<file path="config.mk">
export PLATFORM = sky130hd
export DESIGN_NAME = sat_counter
export DESIGN_NICKNAME = d
export VERILOG_FILES = /design/src/rtl/count_pkg.sv /design/src/rtl/sat_counter.sv
export SDC_FILE = /design/constraint.sdc
export NUM_CORES = 1
export LEC_CHECK = 0
export ABC_AREA = 1
export BUFFER_PORTS_ARGS = -buffer_cell sky130_fd_sc_hd__buf_2
export CORE_AREA = 2 2 39 41
export CTS_CLUSTER_SIZE = 12
export DETAILED_ROUTE_END_ITERATION = 7
export DIE_AREA = 0 0 41 43
export PLACE_DENSITY_LB_ADDON = 0.05
export SLEW_MARGIN = 40
export SYNTH_ARGS = -nofsm -noshare
export SYNTH_HDL_FRONTEND = slang
export SYNTH_SLANG_ARGS = --single-unit
</file>
<file path="constraint.sdc">
create_clock -name clk -period 1.8 [get_ports clk]
set_input_delay 0.09 -clock clk [delete_from_list [all_inputs] [get_ports clk]]
set_output_delay 0.09 -clock clk [all_outputs]
set_load 0.01 [all_outputs]
</file>
<file path="src/rtl/count_pkg.sv">
// Shared definitions for the count checker: sample width, FSM encoding and
// the modulo-16 successor used to predict the next observed count.
package count_pkg;

  localparam int COUNT_W = 4;

  typedef logic [COUNT_W-1:0] count_t;

  typedef enum logic [1:0] {
    IDLE   = 2'd0,
    ACQ    = 2'd1,
    LOCKED = 2'd2
  } state_t;

  // Successor of a wrapping up-counter; 15 rolls over to 0.
  function automatic count_t next_count(input count_t c);
    return c + count_t'(1);
  endfunction

endpackage

</file>
<file path="src/rtl/sat_counter.sv">
// Saturating up-counter: counts inc pulses, sticks at all-ones, clr zeroes it.
module sat_counter
  import count_pkg::*;
#(
  parameter int WIDTH = 8
) (
  input  logic             clk,
  input  logic             rst_n,
  input  logic             inc,
  input  logic             clr,
  output logic [WIDTH-1:0] cnt
);

  // Count up on inc until every bit is set; clr wins over inc.
  always_ff @(posedge clk or negedge rst_n) begin
    if (!rst_n) begin
      cnt <= '0;
    end else if (clr) begin
      cnt <= '0;
    end else if (inc && (cnt != '1)) begin
      cnt <= cnt + WIDTH'(1);
    end
  end

endmodule

</file>
==> flow_metrics.tcl, run 1 <==
set metrics [dict create \
    p_leak_uw 0.0003322 \
    cts_root_buffer "clkbuf_4" \
    drt-met1-wl_um 592 \
    reg_top3 "cnt (8)" \
    holdWs_ns 0.1146 \
    cp-end-kind "flip-flop" \
    grt_max_degree 9 \
    place_inst 101 \
    htreeDepth 1 \
    grt_pass1_wl_um 1952 \
    slew_headroom_pct 79.68 \
    vias 488 \
    fin_crit_ns 1.391 \
    initial_core_util_pct 36.98 \
    fillers 150 \
    synth.distinct_cells 15 \
    cts.clk_slew.worst_paths_ns 0.06 \
    largest_register_ffs 8 \
    crit_path_start_kind "flip-flop" \
    via_per_inst 4.648 \
    wirelength_um 1189 \
    outcome "finished, final reports clean" \
    fin_tns_setup_ns 0 \
    drt_iter0_markers 4 \
    layout_commonest_cell "nand2_1" \
    cts_setup_buffers 0 \
    cts_hold_buf 1 \
    worstSetupPathType "flip-flop to flip-flop" \
    dr.pass1.iters 3 \
    cts_tree "built" \
    final_area_um2 619.3 \
    overflow 0 \
    final_cell_mix "nand2_1 (25), buf_2 (11), inv_1 (10)" \
    place_area_um2 586.8 \
    syn-cell-area_um2 511.7 \
    num_rows 14 \
    dieWidth_um 41 \
    yosysWarnings 0 \
    drive_gt1_share_pct 23.60 \
    synth-seq-cells 8 \
    cts_resized 0 \
    dp_hpwl_um 896.5 \
    skew_ns 0.004274 \
    peakVddDrop_uv 315.0 \
    fmax_mhz 719.0 \
    nets 96 \
    min_delay_path_depth 3 \
    portBuffers 11 \
    die_area_um2 1763 \
    io_pins 12 \
    hold_class "input pin to flip-flop" \
    clockBufferDepth 2 \
    dr_wl_met3_um 51 \
    worst_pin_slew_ns 0.3037 \
    grt_antenna_before_repair 0 \
    routed-wl-met2_um 522 \
    drv_cap 0 \
    insertedDiodeCount 0 \
    cp.required_ns 1.96 \
    place_congestion 0.8113 \
    p_per_area_nw_per_um2 644.0 \
    finalSetupViolations 0 \
    drtAntennaViolNets 0 \
    r2r_slack_ns 0.41 \
    die_h_um 43 \
    clock_latency_ns 0.26 \
    synthCells 74 \
    wl_per_cell_um 11.32 \
    finalMaxSlewViolations 0 \
    crit_path_max_fanout 4 \
    cp.arrival_ns 1.55 \
    layout.cells.non_filler 105 \
    hold_violations 0 \
    regToRegEndpoint "cnt[7]" \
    grt_use_total_pct 16.97 \
    rsz0062_at_grt "no" \
    syn-mean-instance-area_um2 6.915 \
    top_layer "met4" \
    cts_made_buffers 3 \
    grt_pass1_vias 446 \
    area_growth_pct 21.03 \
    hp-start "inc" \
    fin_crit_sh_pct 77.27 \
    reg2reg_depth 7 \
    clkSinkCount 8 \
    ys_seq_area_share_pct 39.12 \
    core_um2 1384 \
    hold_end "cnt[5]" \
    drc 0 \
    r2r_start "cnt[0]" \
    syn_nets 79 \
    largest-register "cnt" \
]
-- final cells by class --
class	instances	area, um^2	area share [%]
clock buffer	3	22.52	3.636
inverter	11	46.29	7.475
multi-input combinational	55	265.3	42.83
sequential	8	200.2	32.32
tap	16	20.02	3.232
timing repair buffer	12	65.06	10.51
-- cells by family after synthesis --
| logic type | share of synthesized area, % |
|---|---|
| adders and majority gates | 2.445 |
| and+or+nand+nor | 39.85 |
| buffers and inverters | 9.048 |
| AOI/OAI and AO/OA | 9.534 |
| DFF | 39.12 |
-- synth_stat cells --
master,instances,area share (%)
nand2_1,25,18
dfrtp_1,8,39
o21ai_1,1,0.98
inv_1,10,7.3
a21oi_2,1,1.7
nand3_1,9,8.8
o21bai_1,2,2.9
clkinv_4,1,1.7
nand2_4,1,2.2
a21oi_1,4,3.9
nor3_1,2,2.0
ha_1,1,2.4
nor2_2,2,2.4
nor2_1,5,3.7
nand2_2,2,2.4
-- report_power, final --
group	switching (uW)	total, uW	internal, uW
logic	32.9	54.1	21.2
registers	10.7	198	188
clock network	69.4	146	76.9
total	113	399	286
-- metrics by stage --
step                utilization (%)  setup slack [ns]  total power (uW)
floorplan                         -            0.4974             230.6
global placement              42.41            0.4402             256.6
detailed placement            42.41            0.4248             255.4
CTS                           44.76            0.4105             410.1
global route                  44.76            0.3261             425.1
finish                        44.76            0.4092             398.8
-- worst max-delay path by stage --
stage,from,slack (ns),depth (start not counted),to
finish,cnt[0],0.41,7,cnt[7]
CTS,cnt[0],0.41,7,cnt[7]
global route,cnt[1],0.33,7,cnt[7]
global placement,cnt[0],0.44,7,cnt[7]
floorplan,cnt[0],0.50,7,cnt[7]
detailed placement,cnt[0],0.42,7,cnt[7]
-- critical path, cell delays in order, from the launching register on --
cell	delay (ns)
dfrtp_1	0.41
ha_1	0.24
nand2_2	0.11
nor2_2	0.04
a21oi_1	0.28
nand3_1	0.11
nand2_1	0.07
inv_1	0.03
-- per-layer routing --
| layer | vias up | GRT usage (%) |
|---|---|---|
| met2 | 10 | 22.50 |
| met5 | - | 0 |
| li1 | 266 | - |
| met1 | 209 | 23.28 |
| met3 | 3 | 5.236 |
| met4 | 0 | 10.00 |
No activity file was read; power rests on OpenSTA's default activity.
==> run 2, diff against run 1 <==
==> constraint.sdc (replaced) <==
create_clock -name clk -period 1.3 [get_ports clk]
set_input_delay 0.065 -clock clk [delete_from_list [all_inputs] [get_ports clk]]
set_output_delay 0.065 -clock clk [all_outputs]
set_load 0.01 [all_outputs]
==> run 2 against run 1 <==
Against the previous run: largest power group unchanged; critical endpoint is now cnt[3]; clock power increased by 39%; wire length is 13% higher; maximum frequency rose by 8.3%; worst setup slack worse by 0.39 ns; combinational power grew 87%; total power is 45% higher; flip-flop and latch count stayed put; worst hold slack worse by 0.016 ns; critical path type unchanged; die area is the same; global-route usage fell by 0.27 points; sequential share of layout area shrank 4.6 points; sequential power rose by 38%.
==> flow_metrics.tcl, run 2 (same netlist as run 1, synthesis figures left out) <==
set metrics [dict create \
    htreeDepth 1 \
    cts_root_buffer "clkbuf_4" \
    crit_path_start_kind "flip-flop" \
    clock_power_share_pct 35.2 \
    largest-register "cnt" \
    grt_use_total_pct 16.70 \
    clockBufferDepth 2 \
    hold_violations 0 \
    drt_iter0_markers 4 \
    crit_path_max_fanout 6 \
    finalSetupViolations 0 \
    p_leak_uw 0.0003748 \
    dp_hpwl_um 955.5 \
    wirelength_um 1345 \
    regArea_um2 200.2 \
    die_area_um2 1763 \
    p_per_area_nw_per_um2 799.7 \
    reg_top3 "cnt (8)" \
    place_congestion 0.7717 \
    io_pins 12 \
    fin_crit_ns 1.284 \
    fin_tns_setup_ns 0 \
    peakVddDrop_uv 420.2 \
    fin_crit_sh_pct 98.79 \
    hp-start "inc" \
    initial_core_util_pct 36.98 \
    slew_headroom_pct 84.39 \
    num_rows 14 \
    cp.required_ns 1.46 \
    drv_cap 0 \
    cp.arrival_ns 1.44 \
    insertedDiodeCount 0 \
    dr.pass1.iters 3 \
    p_comb_share_pct 17.5 \
    fin_util_pct 52.17 \
    area_growth_pct 41.08 \
    setup_slack_ns 0.01575 \
    overflow 0 \
    layout_commonest_cell "nand2_1" \
    place_area_um2 620.6 \
    drc 0 \
    reg2reg_depth 8 \
    die_h_um 43 \
    worst_pin_slew_ns 0.2342 \
    hold_class "input pin to flip-flop" \
    nets 101 \
    detailedPlace.worstSlack_ns 0.002198 \
    rsz0062_at_grt "yes" \
    clkSinkCount 8 \
    p_switching_uw 167.6 \
    core_um2 1384 \
    startpoint "cnt[0]" \
    cts.clk_slew.worst_paths_ns 0.06 \
    final_cell_mix "nand2_1 (23), buf_2 (11), inv_1 (10)" \
    clock_latency_ns 0.26 \
    internal_power_uw 409.7 \
    worstSetupPathType "flip-flop to flip-flop" \
    grt_max_degree 9 \
    cp-end-kind "flip-flop" \
    power.share.switching_pct 29.03 \
    grt_pass1_vias 449 \
    via_per_inst 4.736 \
    outcome "finished, final reports clean" \
    grt_antenna_before_repair 0 \
    r2r_slack_ns 0.02 \
    fillers 143 \
    largest_register_ffs 8 \
    seq_power_share_pct 47.3 \
    wl_per_cell_um 12.23 \
    vias 521 \
    drtAntennaViolNets 0 \
    min_delay_path_depth 3 \
    dieWidth_um 41 \
    cts_tree "built" \
    grt_pass1_wl_um 1959 \
    drive_gt1_share_pct 36.17 \
    portBuffers 11 \
    finalMaxSlewViolations 0 \
    cts_made_buffers 3 \
    r2r_start "cnt[0]" \
    skew_ns 0.001545 \
    multi_input_area_um2 326.6 \
    final_area_um2 721.9 \
    fmax_mhz 778.7 \
]
[run 2: routing by layer]
| metal | share of wire, % | track usage, % |
|---|---|---|
| met5 | 0 | 0 |
| met4 | 0.74 | 6.000 |
| met3 | 4.2 | 4.712 |
| met2 | 45 | 24.69 |
| met1 | 50 | 22.44 |
[run 2: power by group through the flow]
stage	logic, uW	registers [uW]	clock network (uW)
2_1_floorplan	37.9	282	0
3_3_place_gp	90.4	275	0
3_5_place_dp	90.5	275	0
4_1_cts	93.4	270	208
5_1_grt	114	275	223
6_report	101	273	203
[run 2: per-stage QoR]
| step | hold WS (ns) | power, uW | instances |
|---|---|---|---|
| 2_1_floorplan | -0.2306 | 319.8 | 74 |
| 3_5_place_dp | -0.07600 | 365.2 | 105 |
| 3_3_place_gp | -0.07406 | 365.1 | 105 |
| 4_1_cts | 0.1025 | 572.0 | 109 |
| 5_1_grt | 0.1154 | 611.7 | 110 |
| 6_report | 0.09887 | 577.3 | 110 |
[run 2: worst paths after layout]
| kind | to |
|---|---|
| min | cnt[5] |
| max reg2reg | cnt[3] |
| max | cnt[3] |
| max in group asynchronous | cnt[4] |
| min reg2reg | cnt[3] |
| min in group asynchronous | cnt[0] |
[run 2: cell type report]
class                   instances  area share, %
well taps                      16          2.773
inverters                      11          6.412
flip-flops and latches          8          27.73
multi-input cells              55          45.23
repair buffers                 17          14.73
clock buffers                   3          3.120
[run 2: worst max-delay path: stages (launching register included)]
cell and delay, ns:
dfrtp_1 0.41, ha_4 0.17, nand2_4 0.07, nor2_4 0.16
nand2_2 0.07, nand2_2 0.08, nand2_4 0.09, nand3_2 0.09
nand2_1 0.05
[run 2: timing repair]
action	CTS	global route
pin swaps	1	4
hold buffers	1	0
endpoints found under the hold margin	8	0
setup endpoints to repair	3	7
setup buffers	0	1
gates cloned	0	0
gates resized for setup	1	13
